<file path="src/rtl/bus_unit_pkg.sv">
// Shared types for the bus responder: command field enums, bus FSM states
// and the address/data widths used by the control-unit command interface.
package bus_unit_pkg;
  localparam int ADDR_W = 16;
  localparam int DATA_W = 8;

  typedef logic [ADDR_W-1:0] addr_t;
  typedef logic [DATA_W-1:0] data_t;

  typedef enum logic {NOLOAD = 1'b0, LOAD = 1'b1} il_t;
  typedef enum logic {PC_ADDR = 1'b0, AR_ADDR = 1'b1} mm_t;
  typedef enum logic {READ = 1'b0, WRITE = 1'b1} mw_t;
  typedef enum logic [1:0] {HOLD = 2'd0, INC = 2'd1, JUMP = 2'd2} ps_t;

  typedef enum logic {IDLE = 1'b0, REQ = 1'b1} bus_state_t;
endpackage

</file>
<file path="src/rtl/bus_unit_if.sv">
// Command handshake from the control FSM plus the external memory bus,
// seen from the responder (slave) and from its environment (master).
interface bus_unit_if;
  import bus_unit_pkg::*;

  logic  cmd_valid;
  il_t   il;
  mm_t   mm;
  mw_t   mw;
  ps_t   ps;
  addr_t ar_in;
  data_t wdata;
  logic  busy;
  logic  done;
  logic  err;

  addr_t mem_addr;
  data_t mem_wdata;
  logic  mem_we;
  logic  mem_req;
  logic  mem_ack;
  data_t mem_rdata;

  modport slave (
    input  cmd_valid, il, mm, mw, ps, ar_in, wdata, mem_ack, mem_rdata,
    output busy, done, err, mem_addr, mem_wdata, mem_we, mem_req
  );

  modport master (
    output cmd_valid, il, mm, mw, ps, ar_in, wdata, mem_ack, mem_rdata,
    input  busy, done, err, mem_addr, mem_wdata, mem_we, mem_req
  );
endinterface

</file>
<file path="src/rtl/bus_unit_pc_reg.sv">
// Program counter with hold / increment / load; load has priority over inc.
// Increment wraps naturally at the top of the address space.
module pc_reg
  import bus_unit_pkg::*;
#(
  parameter addr_t RESET_PC = 16'h0000
) (
  input  logic  clk,
  input  logic  rst,
  input  logic  inc,
  input  logic  load,
  input  addr_t load_val,
  output addr_t pc
);

  always_ff @(posedge clk or posedge rst) begin
    if (rst) begin
      pc <= RESET_PC;
    end else if (load) begin
      pc <= load_val;
    end else if (inc) begin
      pc <= pc + addr_t'(1);
    end
  end

endmodule

</file>
<file path="src/rtl/bus_unit.sv">
// Responder for control-unit bus commands: runs one req/ack memory transaction
// per accepted command, owns PC and IR, and reports busy/done/err.
module bus_unit
  import bus_unit_pkg::*;
#(
  parameter addr_t RESET_PC = 16'h0000,
  parameter int    MAX_WAIT = 15
) (
  input  logic  clk,
  input  logic  rst,
  bus_unit_if.slave bus,
  output addr_t pc,
  output data_t ir,
  output data_t rdata
);

  localparam int CNT_W = (MAX_WAIT > 1) ? $clog2(MAX_WAIT + 1) : 1;

  bus_state_t state, state_nxt;
  logic [CNT_W-1:0] wait_cnt, cnt_nxt;

  addr_t addr_q, addr_nxt;
  data_t wdata_q, wdata_nxt;
  logic  we_q, we_nxt;
  logic  req_q, req_nxt;
  logic  done_q, done_nxt;
  logic  err_q, err_nxt;
  data_t ir_nxt, rdata_nxt;

  il_t   lat_il, lat_il_nxt;
  mw_t   lat_mw, lat_mw_nxt;
  ps_t   lat_ps, lat_ps_nxt;
  addr_t lat_ar, lat_ar_nxt;

  logic pc_inc, pc_load;

  pc_reg #(.RESET_PC(RESET_PC)) u_pc (
    .clk      (clk),
    .rst      (rst),
    .inc      (pc_inc),
    .load     (pc_load),
    .load_val (lat_ar),
    .pc       (pc)
  );

  always_ff @(posedge clk or posedge rst) begin
    if (rst) begin
      state    <= IDLE;
      wait_cnt <= '0;
      addr_q   <= '0;
      wdata_q  <= '0;
      we_q     <= 1'b0;
      req_q    <= 1'b0;
      done_q   <= 1'b0;
      err_q    <= 1'b0;
      ir       <= '0;
      rdata    <= '0;
      lat_il   <= NOLOAD;
      lat_mw   <= READ;
      lat_ps   <= HOLD;
      lat_ar   <= '0;
    end else begin
      state    <= state_nxt;
      wait_cnt <= cnt_nxt;
      addr_q   <= addr_nxt;
      wdata_q  <= wdata_nxt;
      we_q     <= we_nxt;
      req_q    <= req_nxt;
      done_q   <= done_nxt;
      err_q    <= err_nxt;
      ir       <= ir_nxt;
      rdata    <= rdata_nxt;
      lat_il   <= lat_il_nxt;
      lat_mw   <= lat_mw_nxt;
      lat_ps   <= lat_ps_nxt;
      lat_ar   <= lat_ar_nxt;
    end
  end

  always_comb begin
    state_nxt  = state;
    cnt_nxt    = wait_cnt;
    addr_nxt   = addr_q;
    wdata_nxt  = wdata_q;
    we_nxt     = we_q;
    req_nxt    = req_q;
    done_nxt   = 1'b0;
    err_nxt    = 1'b0;
    ir_nxt     = ir;
    rdata_nxt  = rdata;
    lat_il_nxt = lat_il;
    lat_mw_nxt = lat_mw;
    lat_ps_nxt = lat_ps;
    lat_ar_nxt = lat_ar;
    pc_inc     = 1'b0;
    pc_load    = 1'b0;

    case (state)
      IDLE: begin
        // mem_ack here is deliberately ignored
        if (bus.cmd_valid) begin
          lat_il_nxt = bus.il;
          lat_mw_nxt = bus.mw;
          lat_ps_nxt = bus.ps;
          lat_ar_nxt = bus.ar_in;
          case (bus.mm)
            AR_ADDR: addr_nxt = bus.ar_in;
            default: addr_nxt = pc;
          endcase
          we_nxt    = (bus.mw == WRITE);
          wdata_nxt = bus.wdata;
          req_nxt   = 1'b1;
          cnt_nxt   = '0;
          state_nxt = REQ;
        end
      end
      REQ: begin
        // Ack is tested first so an ack on the final wait cycle still completes
        if (bus.mem_ack) begin
          if (lat_mw == READ) begin
            rdata_nxt = bus.mem_rdata;
            if (lat_il == LOAD) ir_nxt = bus.mem_rdata;
          end
          case (lat_ps)
            INC:     pc_inc  = 1'b1;
            JUMP:    pc_load = 1'b1;
            default: ;
          endcase
          req_nxt   = 1'b0;
          we_nxt    = 1'b0;
          done_nxt  = 1'b1;
          state_nxt = IDLE;
        end else if (wait_cnt == CNT_W'(MAX_WAIT - 1)) begin
          req_nxt   = 1'b0;
          we_nxt    = 1'b0;
          err_nxt   = 1'b1;
          cnt_nxt   = '0;
          state_nxt = IDLE;
        end else begin
          cnt_nxt = wait_cnt + CNT_W'(1);
        end
      end
      default: state_nxt = IDLE;
    endcase
  end

  assign bus.busy      = (state == REQ);
  assign bus.done      = done_q;
  assign bus.err       = err_q;
  assign bus.mem_addr  = addr_q;
  assign bus.mem_wdata = wdata_q;
  assign bus.mem_we    = we_q;
  assign bus.mem_req   = req_q;

endmodule

</file>
<file path="src/flat_wrapper.sv">
// flat-port wrapper written by rule: the top's interface ports become plain ports
module bus_unit_flat import bus_unit_pkg::*;
#(
  parameter addr_t RESET_PC = 16'h0000,
  parameter int    MAX_WAIT = 15
)
  (clk, rst, pc, ir, rdata, bus_cmd_valid, bus_il, bus_mm, bus_mw, bus_ps, bus_ar_in, bus_wdata, bus_mem_ack, bus_mem_rdata, bus_busy, bus_done, bus_err, bus_mem_addr, bus_mem_wdata, bus_mem_we, bus_mem_req);
  bus_unit_if bus_i ();
  input  logic clk;
  input  logic rst;
  output addr_t pc;
  output data_t ir;
  output data_t rdata;
  input wire logic [$bits(bus_i.cmd_valid)-1:0] bus_cmd_valid;
  input wire logic [$bits(bus_i.il)-1:0] bus_il;
  input wire logic [$bits(bus_i.mm)-1:0] bus_mm;
  input wire logic [$bits(bus_i.mw)-1:0] bus_mw;
  input wire logic [$bits(bus_i.ps)-1:0] bus_ps;
  input wire logic [$bits(bus_i.ar_in)-1:0] bus_ar_in;
  input wire logic [$bits(bus_i.wdata)-1:0] bus_wdata;
  input wire logic [$bits(bus_i.mem_ack)-1:0] bus_mem_ack;
  input wire logic [$bits(bus_i.mem_rdata)-1:0] bus_mem_rdata;
  output wire logic [$bits(bus_i.busy)-1:0] bus_busy;
  output wire logic [$bits(bus_i.done)-1:0] bus_done;
  output wire logic [$bits(bus_i.err)-1:0] bus_err;
  output wire logic [$bits(bus_i.mem_addr)-1:0] bus_mem_addr;
  output wire logic [$bits(bus_i.mem_wdata)-1:0] bus_mem_wdata;
  output wire logic [$bits(bus_i.mem_we)-1:0] bus_mem_we;
  output wire logic [$bits(bus_i.mem_req)-1:0] bus_mem_req;
  assign bus_i.cmd_valid = bus_cmd_valid;
  assign bus_i.il = bus_il;
  assign bus_i.mm = bus_mm;
  assign bus_i.mw = bus_mw;
  assign bus_i.ps = bus_ps;
  assign bus_i.ar_in = bus_ar_in;
  assign bus_i.wdata = bus_wdata;
  assign bus_i.mem_ack = bus_mem_ack;
  assign bus_i.mem_rdata = bus_mem_rdata;
  assign bus_busy = bus_i.busy;
  assign bus_done = bus_i.done;
  assign bus_err = bus_i.err;
  assign bus_mem_addr = bus_i.mem_addr;
  assign bus_mem_wdata = bus_i.mem_wdata;
  assign bus_mem_we = bus_i.mem_we;
  assign bus_mem_req = bus_i.mem_req;
  bus_unit #(.RESET_PC(RESET_PC), .MAX_WAIT(MAX_WAIT)) u_core (.clk(clk), .rst(rst), .bus(bus_i), .pc(pc), .ir(ir), .rdata(rdata));
endmodule
</file>
<file path="config.mk">
export PLATFORM = sky130hd
export DESIGN_NAME = bus_unit_flat
export DESIGN_NICKNAME = d
export VERILOG_FILES = /design/src/rtl/bus_unit_pkg.sv /design/src/rtl/bus_unit_if.sv /design/src/rtl/bus_unit_pc_reg.sv /design/src/rtl/bus_unit.sv /design/src/flat_wrapper.sv
export SDC_FILE = /design/constraint.sdc
export NUM_CORES = 1
export LEC_CHECK = 0
export ABC_AREA = 1
export CORE_UTILIZATION = 44
export DETAILED_ROUTE_END_ITERATION = 8
export GPL_ROUTABILITY_DRIVEN = 0
export PLACE_DENSITY = 0.8
export SETUP_SLACK_MARGIN = 0.3
export SYNTH_ARGS = -nofsm -noshare
export SYNTH_HDL_FRONTEND = slang
export SYNTH_SLANG_ARGS = --single-unit
</file>
<file path="constraint.sdc">
create_clock -name clk -period 2.6 [get_ports clk]
set_clock_uncertainty 0.1 [all_clocks]
set_input_delay 0.26 -clock clk [delete_from_list [all_inputs] [get_ports clk]]
set_output_delay 0.26 -clock clk [all_outputs]
set_load 0.01 [all_outputs]
</file>
* Word level (Yosys, flattened, before mapping)
Index checks and enable logic that the tools add are counted.
Cells by class: reduce and logical (&&, ||, !) cells 6, bitwise operators 2, equal/unequal tests 6, mux-type cells 28, $add $sub $neg 2
Operators by type and width (count):
- 16-bit 2-to-1 mux | 3
- 1-bit 2-to-1 mux | 18
- 16-bit by 1-bit adder with 16-bit output, second input constant | 1
- 4-bit 2-to-1 mux | 3
- 4-bit one-hot mux with 2 select lines | 1
- 1-bit one-hot mux with 2 select lines | 3
- 2-bit AND reduction | 3
- 4-bit by 1-bit adder with 4-bit output, second input constant | 1
- 4-bit == test, second input constant | 1
- 2-bit inequality test, second input constant | 2
- 4-bit AND reduction | 1
- 3-bit inequality test, second input constant | 1
- 3-bit AND reduction | 1
- 2-bit by 1-bit == test with 1-bit output, second input constant | 1
- 2-bit == test, second input constant | 1
- 1-bit inverter | 2
- 2-bit nonzero test | 1
Storage, ports and cells: bits of input ports 41, bits in registers 85, logic and storage cells 59, output and inout bits 61

* Longest topological paths before layout
depth after elaboration 6, gate-level depth with buffers 9, mapped depth without buffers 9

* By module
Synthesis repeated with hierarchy kept, for this count alone.
Unflattened totals: cell total of the unflattened synthesis 449, area total of the unflattened synthesis 3937.5 µm²
By module, submodules not included:
- bus_unit | instances 1, seq. area each 1726.7 µm², area an instance 2885.3 µm², cells each 314
- pc_reg | instances 1, seq. area each 400.4 µm², area an instance 1052.3 µm², cells each 135

* Worst setup path after synthesis
Ideal clock, no wire load.
path type reg2reg, start reg u_core.u_pc.pc[1], end reg u_core.u_pc.pc[10], setup slack 1178 ps, path buffers 0, cell stages (with the launch flop) 7, setup time 117 ps, arrival time 1204 ps, required time 2383 ps, clock period less this slack 1422 ps, path through dfrtp_1 -> ha_1 -> nand3_2 -> nor3_4 -> nand3_1 -> nand3_1 -> nand2_1
On the way: longest elaborated chain between the ends 3
RTL lines:
- from (decl) | RTL line bus_unit_pc_reg.sv:13 | output addr_t pc
- from (signal assigned) | RTL line bus_unit_pc_reg.sv:20 | pc <= load_val;
- from (signal assigned) | RTL line bus_unit_pc_reg.sv:22 | pc <= pc + addr_t'(1);
- 16-bit by 1-bit adder with 16-bit output | RTL line bus_unit_pc_reg.sv:22
- 16-bit 2-to-1 mux | RTL line bus_unit_pc_reg.sv:21 | end else if (inc) begin
- 16-bit 2-to-1 mux | RTL line bus_unit_pc_reg.sv:19 | end else if (load) begin
No other way between the ends. The select of a mux whose other input is x is not followed. A chain may end at the register's enable or synchronous reset.

* Final worst setup path
start reg u_core.u_pc.pc[2], end out pc[2]
RTL lines:
- to (decl) | RTL line flat_wrapper.sv:11 | output addr_t pc;
No word-level cell between the ends.

==> flow_metrics.py <==
metrics = {
    "logic_synthesis": {
        "synth_top_area_cell": "dfrtp_1",
        "post-synth-top-area-fraction_pct": 54.9,
        "yosysWarnings": 0,
        "synth-seq-area-share_pct": 54.9,
        "synth_nets": 522,
        "synthCells": 478,
        "syn_area_um2": 3870,
        "synth_cell_types": 26,
        "netlist_top_cells_area": "dfrtp_1 55%, nand2_1 18%, o21ai_0 5.9%",
        "syn_avg_cell_area_um2": 8.10,
        "ys_async_sr_fraction_pct": 100,
        "synth_flop_cell": "dfrtp_1",
        "ys_ff_latch": 85,
        "yosysMostFrequentCell": "nand2_1",
        "synth_commonest_cells": "181 x nand2_1, 85 x dfrtp_1, 46 x o21ai_0, 42 x inv_1, 30 x nor2_1",
        "synth_edf_count": 0,
    },
    "power_and_ir_drop": {
        "p_switching_mw": 1.67,
        "p_sw_share_pct": 34.4,
        "power_frac_seq_pct": 43.1,
        "pwr-share-comb_pct": 34.9,
        "leakagePower_nw": 2.45,
        "ir_worst_vdd_uv": 445,
        "power_density_nw_per_um2": 930,
        "power.internal_mw": 3.17,
        "finalPower_mw": 4.84,
        "p_clk_share_pct": 21.9,
    },
    "clock_network": {
        "clk_pin_slew_ns": 0.09,
        "clock_latency_ns": 0.36,
        "h-tree-depth": 3,
        "clock_sink_count": 85,
        "numCtsBuffers": 9,
        "ctsResizeCount": 0,
        "cts-hold-fix-buffers": 0,
        "cts_tree": "done",
        "clk_path_buf_depth": 2,
        "root_buffer": "clkbuf_8",
        "cts_setup_buffers": 0,
    },
    "route": {
        "drtIter0Drc": 211,
        "viasPerCell": 4.98,
        "dr.pass1.iters": 4,
        "antenna_left": 0,
        "dr_total_vias": 3429,
        "drt_wl_total_um": 9230,
        "routedWlPerCell_um": 13.4,
        "drc_errors": 0,
    },
    "cells_and_area": {
        "area_growth_pct": 34.3,
        "antennaDiodeCount": 0,
        "layout.nets": 622,
        "fin_util_pct": 62.1,
        "drive_gt1_share_pct": 6.52,
        "final_area_um2": 5200,
    },
    "floorplanning": {
        "chipHeight_um": 95.8,
        "dieArea_um2": 9180,
        "chipWidth_um": 95.8,
        "core-area_um2": 8380,
        "start_util_pct": 46.2,
        "rows": 33,
        "ioPinCount": 102,
    },
    "outcome": {
        "status": "finished, final reports clean",
    },
    "critical_path": {
        "r2r_end": "u_core.u_pc.pc[10]",
        "critPathRequiredTime_ns": 2.24,
        "max_stage_delay_ns": 0.60,
        "arrival_ns": 1.47,
        "cp-start-kind": "register",
        "crit_chain": "clkdlybuf4s50_1",
        "r2r_cells": 6,
        "crit_fanout": 8,
        "rr_startpoint": "u_core.u_pc.pc[1]",
        "worst-path-buf-inv": 1,
        "cp.depth": 1,
        "path_delay_family": "buffers and inverters",
        "cp_slowest_cell": "clkdlybuf4s50_1",
        "rrSetupSlack_ns": 0.92,
        "worstSetupPathType": "register to primary output",
        "endpoint_kind": "primary output",
    },
    "placed_design": {
        "portBuffers": 101,
        "placed_cell_area_um2": 4980,
        "dp_hpwl_um": 6600,
    },
    "hold_path": {
        "min_path_type": "primary input to async pin",
    },
    "timing": {
        "setup_tns_ns": 0,
        "hold_slack_ns": 0.189,
        "rsz0062_at_grt": "no",
        "drv_slew": 0,
        "max-slew-margin-rel_pct": 62.6,
        "setup_violations": 0,
        "tightest_slew_ns": 0.559,
        "fmax_ghz": 0.547,
        "fin_crit_ns": 1.83,
        "period_share_pct": 70.3,
        "hold_viol_final": 0,
    },
    "global_route": {
        "grt_pass1_wl_um": 15000,
        "grt_max_degree": 55,
        "grt_use_total_pct": 21.2,
        "grt_pass1_vias": 3300,
        "antenna_found_initial": 0,
        "grt_overflow": 0,
    },
    "flow_run": {
        "cap_violations": 0,
    },
}
==> through the flow <==
| stage | cells | setup WS, ns |
|---|---|---|
| after floorplan | 478 | 1.18 |
| after global placement | 672 | 0.871 |
| after detailed placement | 672 | 0.783 |
| after CTS | 688 | 0.772 |
| after global routing | 688 | 0.731 |
| final | 688 | 0.773 |
==> cell type report <==
cell class                 instances  area (µm²)
sequential                        85        2130
timing repair buffer             106        1060
multi-input combinational        329        1480
tap                              105         131
clock buffer                      11         141
fill                             711        3180
clock inverter                     5        82.6
inverter                          47         180
==> how the worst max path moves through the flow <==
stage	slack (ns)	start	end
floorplan	1.18	u_core.u_pc.pc[1]	u_core.u_pc.pc[10]
finish	0.77	u_core.u_pc.pc[2]	pc[2]
global route	0.73	u_core.u_pc.pc[2]	pc[2]
global placement	0.87	bus_mem_ack	u_core.ir[0]
CTS	0.77	u_core.u_pc.pc[2]	pc[2]
detailed placement	0.78	bus_mem_ack	u_core.ir[6]
==> power by group through the flow <==
stage	logic [mW]	registers [mW]	clock network, mW
2_1_floorplan	0.664	2.17	0
3_3_place_gp	1.65	2.09	0
3_5_place_dp	1.70	2.09	0
4_1_cts	1.71	2.08	1.07
5_1_grt	1.87	2.14	1.12
6_report	1.69	2.09	1.06
==> metal layers <==
metal / wire length [µm] / vias up / global-route usage (%)
li1: - / 1708 / -
met1: 4150 / 1592 / 27.5
met2: 4350 / 115 / 34.9
met3: 578 / 14 / 3.71
met4: 151 / 0 / 9.58
met5: 0 / - / 0
==> cell families after synthesis <==
logic type	share of synthesized area, %
AND/OR/NAND/NOR	26.1
buffers and inverters	6.91
adder cells (fa/ha/maj)	0.969
flip-flops	54.9
XOR/XNOR	0.678
AO/OA/AOI/OAI	10.5
==> placed cells by master (no fill, tap or decap), types with 3 or more instances in the layout <==
cell type	instances
dfrtp_1	85
clkdlybuf4s50_1	101
nand4_1	3
inv_1	41
inv_2	4
o21ai_0	46
nand2_1	181
a21oi_1	14
nor2_2	3
buf_4	4
o211ai_1	8
clkbuf_8	10
ha_1	3
nand2_2	6
nor2_1	30
o21ai_1	5
nand3_1	19
Power figures use the tool's default switching activity.
